===== config.mk =====
export PLATFORM = sky130hd
export DESIGN_NAME = bit_packer_for_output
export DESIGN_NICKNAME = d
export VERILOG_FILES = /design/src/rtl/bit_packer_for_output.sv
export SDC_FILE = /design/constraint.sdc
export NUM_CORES = 1
export LEC_CHECK = 0
export CAP_MARGIN = 0
export CORE_AREA = 2 2 165 167
export DETAILED_ROUTE_END_ITERATION = 8
export DIE_AREA = 0 0 167 169
export HOLD_SLACK_MARGIN = 0.03
export MAX_ROUTING_LAYER = met4
export PLACE_DENSITY_LB_ADDON = 0.3
export SYNTH_ARGS = -nofsm -noshare
export SYNTH_HDL_FRONTEND = slang
export SYNTH_SLANG_ARGS = --single-unit
export TNS_END_PERCENT = 30

===== constraint.sdc =====
create_clock -name clk -period 3.8 [get_ports clk]
set_input_delay 0.38 -clock clk [delete_from_list [all_inputs] [get_ports clk]]
set_output_delay 0.38 -clock clk [all_outputs]
set_load 0.03 [all_outputs]

===== src/rtl/bit_packer_for_output.sv =====
// Packs LSB-first variable-length code words into bytes for the deflate byte sink.
// Optional: define BIT_PACKER_COUNT_EN to add o_total, the byte count of the current stream.
module bit_packer_for_output #(
  parameter int IN_BITS  = 32,
  parameter int BUF_BITS = 64,
  parameter int LEN_W    = 6
) (
  input  logic               clk,
  input  logic               rstn,
  output logic               i_rdy,
  input  logic               i_en,
  input  logic [IN_BITS-1:0] i_bits,
  input  logic [LEN_W-1:0]   i_len,
  input  logic               i_last,
  input  logic               o_rdy,
  output logic               o_en,
  output logic [7:0]         o_data,
  output logic               o_last
`ifdef BIT_PACKER_COUNT_EN
  ,
  output logic [31:0]        o_total
`endif
);

  localparam int               CNT_W   = $clog2(BUF_BITS + 1);
  localparam logic [CNT_W-1:0] RDY_MAX = CNT_W'(BUF_BITS - IN_BITS);
  localparam logic [CNT_W-1:0] BYTE    = CNT_W'(8);
  localparam logic [LEN_W-1:0] LEN_MAX = LEN_W'(IN_BITS);

  typedef enum logic {FILL, FLUSH} state_t;

  state_t              state_q, state_d;
  logic [BUF_BITS-1:0] buf_q, buf_d;
  logic [CNT_W-1:0]    cnt_q, cnt_d;

  logic                in_fire, out_fire;
  logic [LEN_W-1:0]    len_eff;
  logic [CNT_W-1:0]    take, base;
  logic [BUF_BITS-1:0] word_mask, placed, buf_shift;

  assign i_rdy  = (state_q == FILL) && (cnt_q <= RDY_MAX);
  assign o_en   = (cnt_q >= BYTE) || (state_q == FLUSH);
  assign o_last = (state_q == FLUSH) && (cnt_q <= BYTE);
  // Bits above cnt are zero by construction; the mask makes the pad explicit.
  assign o_data = (cnt_q >= BYTE) ? buf_q[7:0] : (buf_q[7:0] & ~(8'hFF << cnt_q));

  always_comb begin
    // NOTE: every signal written here gets a value before any branch, so no latch is inferred.
    in_fire   = i_en && i_rdy;
    out_fire  = o_en && o_rdy;
    len_eff   = (i_len > LEN_MAX) ? LEN_MAX : i_len;
    take      = (cnt_q >= BYTE) ? BYTE : cnt_q;
    base      = out_fire ? (cnt_q - take) : cnt_q;
    buf_shift = out_fire ? (buf_q >> 8) : buf_q;
    word_mask = ~({BUF_BITS{1'b1}} << len_eff);
    placed    = ({{(BUF_BITS-IN_BITS){1'b0}}, i_bits} & word_mask) << base;
    state_d   = state_q;
    buf_d     = buf_shift;
    cnt_d     = base;
    if (in_fire) begin
      buf_d = buf_shift | placed;
      cnt_d = base + CNT_W'(len_eff);
      if (i_last) state_d = FLUSH;
    end
    // Input is blocked in FLUSH, so this never collides with an input transfer.
    if (out_fire && o_last) begin
      state_d = FILL;
      buf_d   = '0;
      cnt_d   = '0;
    end
  end

  // NOTE: sequential state uses non-blocking assignments so every register samples the same cycle.
  always_ff @(posedge clk or negedge rstn) begin
    if (!rstn) begin
      state_q <= FILL;
      buf_q   <= '0;
      cnt_q   <= '0;
    end else begin
      state_q <= state_d;
      buf_q   <= buf_d;
      cnt_q   <= cnt_d;
    end
  end

`ifdef BIT_PACKER_COUNT_EN
  // done_q remembers that the last byte went out, so the next stream restarts at 1.
  logic done_q;

  always_ff @(posedge clk or negedge rstn) begin
    if (!rstn) begin
      o_total <= '0;
      done_q  <= 1'b0;
    end else if (out_fire) begin
      o_total <= done_q ? 32'd1 : o_total + 32'd1;
      done_q  <= o_last;
    end
  end
`endif

endmodule


Word-level counts from Yosys, hierarchy flattened
Index checks and enable logic that the tools add are counted.
{ "op_classes": {"addsub": 2, "order_cmp": 4, "shifts": 3, "muxes": 12, "bitwise": 6, "n_reduce_logical": 9} }
{ "op_table": {"columns": ["op", "count"], "rows": [
  ["two-way mux 64 bit", 3],
  ["bitwise AND 32 x 64 -> 64 bit", 1],
  ["inverter 64 bit", 1],
  ["bitwise OR 64 bit", 1],
  ["<< shifter 64 x 6 -> 64 bit, first input constant", 1],
  ["<< shifter 64 x 7 -> 64 bit", 1],
  ["two-way mux 7 bit", 4],
  ["bitwise AND 8 bit", 1],
  ["two-way mux 8 bit", 1],
  ["inverter 8 bit", 1],
  ["<< shifter 8 x 7 -> 8 bit, first input constant", 1],
  ["adder 7 x 6 -> 7 bit", 1],
  ["greater-or-equal comparator 7 x 4 -> 1 bit, second input constant", 1],
  ["less-or-equal comparator 7 x 4 -> 1 bit, second input constant", 1],
  ["less-or-equal comparator 7 x 6 -> 1 bit, second input constant", 1],
  ["subtractor 7 bit", 1],
  ["greater-than comparator 6 bit, second input constant", 1],
  ["two-way mux 6 bit", 1],
  ["logical AND 1 bit", 5],
  ["nonzero test 2 bit", 2],
  ["two-way mux 1 bit", 3],
  ["AND reduction 2 bit", 1],
  ["logical OR 1 bit", 1],
  ["inverter 1 bit", 1]
]} }
{ "totals": {"register_bits": 72, "in_bits": 43, "wordCells": 39} }

Logic depth before layout (Yosys ltp)
{ "logic_depth": {"ltp_word": 9, "depth_mapped": 20, "depth_no_buf": 16} }

Least setup slack after synthesis
Ideal clock, no wire load.
{ "synth_timing": {"kind": "reg2reg", "start": "register cnt_q[6]", "end": "register cnt_q[6]", "setup_time_ns": 0.119, "t_arrival_ns": 3.862, "t_required_ns": 3.681, "setup_slack_ns": -0.181, "path_stages_with_launch": 21, "path_buffers": 4, "path_cell_list": "dfrtp_1 or4_1 buf_2 nand2_1 ha_1 nand2_1 a21oi_1 or2_2 buf_2 clkinv_1 clkbuf_1 clkbuf_1 fa_1 inv_1 a21o_1 a21oi_1 o21bai_1 a21o_1 a21oi_1 xnor2_1 and2_1"} }
{ "synth_between": {"elab_chain_len": 7, "word_cells_on_any_way": 15, "cone_classes": "add/sub: 2; order compare: 3; mux: 4; reduce/logical: 6"} }
{ "synth_rtl": {"columns": ["item", "line_no", "source"], "rows": [
  ["start: declaration", "34", "logic [CNT_W-1:0] cnt_q, cnt_d;"],
  ["start signal: assignment", "82", "cnt_q <= cnt_d;"],
  ["greater-or-equal comparator 7 x 4 -> 1 bit", "42, 52", null],
  ["two-way mux 7 bit or logical OR 1 bit (tied branches)", "52, 42", null],
  ["subtractor 7 bit or logical AND 1 bit (tied branches)", "53, 50", null],
  ["two-way mux 7 bit", "53", "base = out_fire ? (cnt_q - take) : cnt_q;"],
  ["adder 7 x 6 -> 7 bit", "62", "cnt_d = base + CNT_W'(len_eff);"],
  ["two-way mux 7 bit", "60", "if (in_fire) begin"],
  ["two-way mux 7 bit (*)", "66", "if (out_fire && o_last) begin"],
  ["via cnt_d[6]", "34", null]
]} }
The timed path passes the listed nets; every way through them passes the cells marked *.
A chain may end at the register's enable or synchronous reset.

Worst setup path in the final report
{ "layout_timing": {"start": "register cnt_q[6]", "end": "register buf_q[26]"} }
{ "layout_between": {"elab_chain_len": 8, "word_cells_on_any_way": 17, "cone_classes": "add/sub: 1; order compare: 3; shift: 1; mux: 5; bitwise: 1; reduce/logical: 6"} }
{ "layout_rtl": {"columns": ["item", "line_no", "source"], "rows": [
  ["greater-or-equal comparator 7 x 4 -> 1 bit", "42, 52", null],
  ["two-way mux 7 bit or logical OR 1 bit (tied branches)", "52, 42", null],
  ["subtractor 7 bit or logical AND 1 bit (tied branches)", "53, 50", null],
  ["two-way mux 7 bit", "53", null],
  ["<< shifter 64 x 7 -> 64 bit", "56", "placed = ({{(BUF_BITS-IN_BITS){1'b0}}, i_bits} & word_mask) << base;"],
  ["bitwise OR 64 bit", "61", "buf_d = buf_shift | placed;"],
  ["two-way mux 64 bit", "60", null],
  ["two-way mux 64 bit (*)", "66", null],
  ["via buf_d[26]", "33", "logic [BUF_BITS-1:0] buf_q, buf_d;"],
  ["end signal: assignment", "81", "buf_q <= buf_d;"],
  ["end: declaration", "33", null]
]} }
Marked as above.

==> reports/results.tsv <==
stage	metric	value	unit
timing	min_period	3.60	ns
finish	diodes	0	
synthesis	synthesis.nets	1014	
global_route	groute.usage.overall	0.238	
power	p_clk_frac	0.113	
die	die_w	167	microns
die	boundaryPins	54	
clocking	clock_sink_count	72	
global_route	grt_overflow	0	
timing	finalSetupViolCount	0	
timing	grt_setup_unrepaired	false	
clocking	clkLatencyLatePin	0.35	ns
timing	finalMaxSlewViolations	0	
setup_path	worst_path_dominant_cell_family	compound AO/OA/AOI/OAI gates	
setup_path	timing.critical_path.cells	or4_1 > nand2_1 > ha_1 > nand3b_1 > mux2i_4 > o21ai_4 > buf_12 > mux2_2 > a22oi_1 > o211ai_1 > a221oi_2 > o22ai_1	
finish	drive_gt1_frac	0.165	
placed_design	place.port_buffers	53	
synthesis	mappedNetlistArea	0.00727	sq mm
route	drtIter0Drc	940	
setup_path	crit_path_max_incr_delay	0.56	ns
setup_path	cp_slowest_cell	sky130_fd_sc_hd__or4_1	
run	drv.max_cap_violation_count	0	
setup_path	critical_path.endpoint_type	register	
synthesis	seq_area_frac_synth	0.248	
setup_path	crit_buf_inv	1	
global_route	via_count_of_the_first_global_routing_pass	8004	
setup_path	timing.critical_path.arrival	3.81	ns
timing	setup_tns	0	ns
synthesis	synthesis.area_per_instance	7.55	sq um
placed_design	dpl.hpwl	25600	microns
setup_path	worstReg2RegStart	cnt_q[6]	
setup_path	reg2reg_to	buf_q[26]	
synthesis	synth-async-reset-ratio	1.00	
timing	final_hold_vios	0	
power	leakagePower	3.79	nW
setup_path	worstSetupPathType	register to register	
synthesis	synth_edf_count	0	
die	die_y	169	microns
route	drt-wirelength-per-cell	23.5	microns
setup_path	timing.critical_path.fanout_max	27	
run_status	outcome	completed	
route	remaining_drc_errors	0	
clocking	clock_tree.buffer_depth	2	
clocking	cts_made_buffers	9	
global_route	grt_first_pass_wirelength	50600	microns
power	total_switching_power	0.00492	W
hold_path	hold_path_class	input port to asynchronous set/reset pin	
finish	layout.cell_area.non_filler	0.00916	sq mm
timing	hold_slack	0.172	ns
power	total_power	0.00919	W
setup_path	setup.reg_to_reg.worst_slack	0.20	ns
finish	areaGrowthSynthToFinish	25.9	%
placed_design	detailed_place.area	0.00878	sq mm
clocking	ctsHoldBuffers	0	
timing	finClkSkew	0.00688	ns
power	swShare	0.535	
route	detail_route.vias_per_cell	5.91	
synthesis	netlist-cell-type-count	83	
die	initial_core_util	0.274	
route	finalWirelength	32900	microns
clocking	htreeDepth	3	
die	design.core.area	0.0265	sq mm
power	share_comb_of_total_power	0.752	
power	internal_power	0.00428	W
die	design.die.area	0.0282	sq mm
power	powerDensity	1000	mW/mm^2
synthesis	synth_seq_cells	72	
global_route	antenna_found_initial	0	
clocking	tritoncts	yes	
setup_path	worstSetupStartpointType	register	
power	power_frac_seq	0.135	
synthesis	ys_warnings	0	
global_route	largest_net_degree_at_the_start_of_global_routing	73	
finish	n_fill_cell	2852	
clocking	ctsRootBufferMaster	sky130_fd_sc_hd__clkbuf_16	
power	ir_drop	335	uV
clocking	clkTransAtPathRegs	0.06	ns
timing	worst_pin_slew	1.03	ns
route	drtPass1Iterations	5	
timing	post-route-period-util	0.947	
synthesis	ys_dominant_reg_cell	sky130_fd_sc_hd__dfrtp_1	
timing	slew_headroom	0.306	
setup_path	timing.critical_path.required	4.01	ns
route	antenna_violating_nets_post_route	0	
placed_design	globalplace.congestion	0.986	
setup_path	ff2ff_path_depth	12	
finish	net_count_final	1106	
timing	achievable-frequency	278	MHz
die	placementRows	60	
route	vias	8283	
synthesis	postSynthCellCount	963	
[metrics by stage]
stage	std cells	setup slack, ns	util
finish	1401	0.200	0.346
floorplan	963	0.0296	-
detailed placement	1385	0.00145	0.331
global placement	1385	0.0177	0.331
global route	1401	0.00415	0.346
CTS	1401	0.203	0.345
[repair_timing]
item / 4_1_cts / 5_1_grt
endpoints found under the setup margin: 0 / 9
resized for setup: 0 / 6
buffers inserted: 0 / 0
[kinds of logic after synthesis]
logic type / count (synthesis) / share of synthesized area
fa+ha+maj: 8 / 0.0148
other cells: 1 / 0.000516
flops: 72 / 0.248
simple gates: 358 / 0.219
buf+inv: 94 / 0.0547
mux: 92 / 0.143
compound gates: 332 / 0.313
xor+xnor: 6 / 0.00723
[metal layers]
layer,vias to the layer above,GRT usage,routed length [microns]
li1,3796,-,-
met1,3989,0.333,15200
met2,433,0.363,14600
met3,65,0.0288,2190
met4,0,0.0686,887
met5,-,-,0
[cell usage in the layout, fill, tap and decap left out, types with 33 or more instances in the layout]
cell type,instances
sky130_fd_sc_hd__a21oi_1,63
sky130_fd_sc_hd__a31oi_1,34
sky130_fd_sc_hd__buf_4,101
sky130_fd_sc_hd__clkdlybuf4s50_1,52
sky130_fd_sc_hd__dfrtp_1,72
sky130_fd_sc_hd__mux2i_1,65
sky130_fd_sc_hd__nand2_1,163
sky130_fd_sc_hd__nand3_1,33
sky130_fd_sc_hd__nor2_1,79
sky130_fd_sc_hd__o211ai_1,35
sky130_fd_sc_hd__o21ai_0,43
[power groups by stage]
| stage | Sequential (W) | Combinational [W] | Clock, W |
|---|---|---|---|
| after floorplan | 0.00120 | 0.00412 | 0 |
| after global placement | 0.00125 | 0.00670 | 0 |
| after detailed placement | 0.00125 | 0.00666 | 0 |
| after CTS | 0.00124 | 0.00668 | 0.00105 |
| after global routing | 0.00128 | 0.00732 | 0.00107 |
| final | 0.00124 | 0.00692 | 0.00104 |
[cells in the mapped netlist (all sizes together) (19+ instances only)]
library cell  count  share of area
nand3            33          0.023
nor3             20          0.014
buf              28          0.020
dfrtp            72           0.25
o22ai            19          0.016
o211ai           35          0.036
nand2           164          0.085
mux2i            67          0.094
clkbuf           50          0.026
a31oi            34          0.029
mux2             19          0.030
a21oi            66          0.045
o21ai            51          0.037
nor2             79          0.041
[final cells by class]
| type | instances | area [sq um] | area share |
|---|---|---|---|
| well taps | 341 | 427 | 0.0466 |
| clock inverters | 6 | 114 | 0.0124 |
| repair buffers | 159 | 1400 | 0.153 |
| clock buffers | 10 | 239 | 0.0261 |
| multi-input cells | 797 | 5120 | 0.559 |
| inverters | 16 | 62.6 | 0.00683 |
| flip-flops and latches | 72 | 1800 | 0.197 |
[registers in the layout, indices dropped and copies added (netlist names)]
signal / cells
buf_q: 64
cnt_q: 7
state_q: 1
[worst max-delay path by stage]
| stage | startpoint | endpoint | depth (start not counted) |
|---|---|---|---|
| 4_1_cts | cnt_q[6] | buf_q[26] | 12 |
| 2_1_floorplan | cnt_q[3] | cnt_q[6] | 18 |
| 6_report | cnt_q[6] | buf_q[26] | 12 |
| 3_3_place_gp | o_rdy | buf_q[34] | 12 |
| 5_1_grt | cnt_q[6] | buf_q[26] | 12 |
| 3_5_place_dp | o_rdy | buf_q[34] | 12 |
(Power assumes the default switching activity.)
==> RTL change, RTL diff (same settings) <==
Add a define of `BIT_PACKER_COUNT_EN`.
--- a/src/rtl/bit_packer_for_output.sv
+++ b/src/rtl/bit_packer_for_output.sv
@@ -1,5 +1,7 @@
 // Packs LSB-first variable-length code words into bytes for the deflate byte sink.
 // Optional: define BIT_PACKER_COUNT_EN to add o_total, the byte count of the current stream.
+`define BIT_PACKER_COUNT_EN
+
 module bit_packer_for_output #(
   parameter int IN_BITS  = 32,
   parameter int BUF_BITS = 64,
Check against the original RTL (old outputs only; new: o_total): no difference found for any inputs over 4 cycles, from zero or initial values and one cycle with rstn low; that may be too few to reach the edited logic, so the function may still have changed.
==> RTL change against the original RTL <==
Power down 14%. Synthesized cell count down 0.21%. Sequential cell count up 33. Wire length down 19%. Clock skew up 0.0029 ns. Via count down 5.4%. Setup slack better by 0.15 ns. Design area up 7.3%. Area after synthesis up 10%. Critical path type unchanged. Largest cell class unchanged.
==> RTL change: results (changes against the original RTL) <==
post-CTS setup-driven buffer insertion count=0 (unchanged); DR pass1 iterations=5 (unchanged); fraction of registers with async set or reset after synthesis=100% (unchanged); share of final-layout standard cells stronger than drive strength 1=12.5% (-4.0 points); antenna fix cells=0 (unchanged); Final Wtd Congestion=0.956 (-3.0%); multiplexer share of the synthesized area=17.8% (+3.5 points); complex-gate fraction of the synthesized area=19.6% (-12 points); Inserted Clock Buffers=9 (unchanged); standard cell area after detailed placement=0.00951 mm² (+8.3%); biggest registers after layout=buf_q (64), o_total (32), cnt_q (7); Layout Skew=0.00978 ns (+0.00291 ns); slew of the pin with the lowest slew margin=0.941 ns (-0.0897 ns); Clock Root Buffer=sky130_fd_sc_hd__clkbuf_16; CTS Buffer Depth=2 (unchanged); detailed router's first-iteration violation count=818 (-13%); H-tree levels=3 (unchanged); first-pass GRT wire length=42800 µm (-15%); xor and xnor fraction of the mapped netlist area=3.05% (+2.3 points); Sw Pwr=3.88 mW (-21%); number of global-route vias before repair=7629 (-4.7%); biggest fanout along the worst timing path=18 (-33%); layout net count=1095 (-0.99%); pin count of the biggest net entering global routing=106 (+45%); latest clock arrival within the worst-skew pair=0.37 ns (+0.02 ns); leading post-synthesis cells by cell area=sky130_fd_sc_hd__dfrtp_1 (33%), sky130_fd_sc_hd__mux2i_1 (11%), sky130_fd_sc_hd__nand2_1 (6.9%); top cells by instance count after synthesis=sky130_fd_sc_hd__nand2_1 (148), sky130_fd_sc_hd__nor2_1 (106), sky130_fd_sc_hd__dfrtp_1 (105); clock-pin transition on the worst setup and hold timing paths=0.08 ns (+0.02 ns); Worst EP arrival=3.71 ns (-0.10 ns); fraction of the yosys area taken by sequential cells=32.7% (+7.9 points); IR drop worst, VDD=0.416 mV (+24%); gr usage total=19.5% (-4.4 points); Leak Pwr=4.18 nW (+10%); Unique masters post-synth=72 (-13%); detailed-route vias per instance=5.64 (-4.6%); result of the run=completed; syn_nets=1013 (-0.099%); total of fill cells in the finished design=2706 (-5.1%); initial antenna violation count=0 (unchanged); worst setup path category=flip-flop to flip-flop; combinational group power=5.18 mW (-25%); Synth Flop Type=sky130_fd_sc_hd__dfrtp_1; count of cells resized by post-cts repair=0 (unchanged); number of warnings printed during yosys synthesis=0 (unchanged); number of I/O port buffers=85 (+60%); min-delay worst type=input pin to asynchronous set/reset pin; final wirelength=26500 µm (-19%); post-place setup slack=0.223 ns (+0.222 ns); proportion of power drawn by the clock network=12.7% (+1.4 points); fraction of the mapped netlist area in adder cells=1.53% (+0.047 points); critical path launch point=cnt_q[6]; estimated wirelength of the detail-placed design=19900 µm (-22%)
-- RTL change: changes by cell type after synthesis, moves of 7 or more --
cell	delta
sky130_fd_sc_hd__xor2_1	+16
sky130_fd_sc_hd__mux2_2	+18
sky130_fd_sc_hd__a22oi_1	-9
sky130_fd_sc_hd__o22ai_1	-12
sky130_fd_sc_hd__nand2_1	-16
sky130_fd_sc_hd__nor2_1	+27
sky130_fd_sc_hd__a21oi_1	-29
sky130_fd_sc_hd__o211ai_1	-22
sky130_fd_sc_hd__dfrtp_1	+33
sky130_fd_sc_hd__o32ai_1	+9
sky130_fd_sc_hd__mux2i_1	+24
sky130_fd_sc_hd__a21boi_0	-10
sky130_fd_sc_hd__a31oi_1	-7
-- RTL change: layout make-up --
type / instances / area [µm²] / area share (%)
inverters: 9 / 33.8 / 0.344
flip-flops and latches: 105 / 2630 / 26.7
well taps: 341 / 427 / 4.34
clock buffers: 9 / 225 / 2.29
repair buffers: 145 / 1350 / 13.7
multi-input cells: 773 / 5070 / 51.6
clock inverters: 7 / 92.6 / 0.942
-- RTL change: worst max-delay path: stages, from the launching register on --
cell                       delay (ns)
sky130_fd_sc_hd__dfrtp_1         0.47
sky130_fd_sc_hd__or4_1           0.59
sky130_fd_sc_hd__nand2_1         0.13
sky130_fd_sc_hd__ha_1            0.24
sky130_fd_sc_hd__nand2_1         0.07
sky130_fd_sc_hd__a21oi_1         0.06
sky130_fd_sc_hd__a21oi_2         0.19
sky130_fd_sc_hd__buf_12          0.20
sky130_fd_sc_hd__nor3_1          0.07
sky130_fd_sc_hd__or4_4           0.52
sky130_fd_sc_hd__mux2_2          0.29
sky130_fd_sc_hd__o2111a_1        0.23
sky130_fd_sc_hd__a311oi_1        0.27
-- RTL change: logic make-up after synthesis --
group           count (synthesis)
buf+inv                        83
mux                           131
xor+xnor                       28
compound gates                228
other cells                     2
simple gates                  374
fa+ha+maj                      10
flops                         105
-- RTL change: final timing paths --
check	depth (start not counted)	to	slack (ns)
hold / removal	2	o_total[9]	0.07
hold reg to reg	2	buf_q[63]	0.50
setup / recovery	12	buf_q[48]	0.35
setup reg to reg	12	buf_q[48]	0.35
max in group asynchronous	2	buf_q[57]	3.25
min in group clk	2	buf_q[63]	0.50
-- RTL change: through the flow --
step / hold WS (ns) / instances / total power, mW
2_1_floorplan: 0.0844 / 961 / 5.18
3_3_place_gp: 0.472 / 1373 / 6.85
3_5_place_dp: 0.488 / 1373 / 6.86
4_1_cts: 0.103 / 1389 / 7.91
5_1_grt: 0.119 / 1389 / 8.49
6_report: 0.0727 / 1389 / 7.95
-- RTL change: routing by layer --
metal,up-vias,wire [µm],global-route usage (%)
li1,3686,-,-
met1,3793,11600,25.4
met2,303,12400,30.9
met3,53,1920,3.97
met4,0,567,5.06
met5,-,0,-
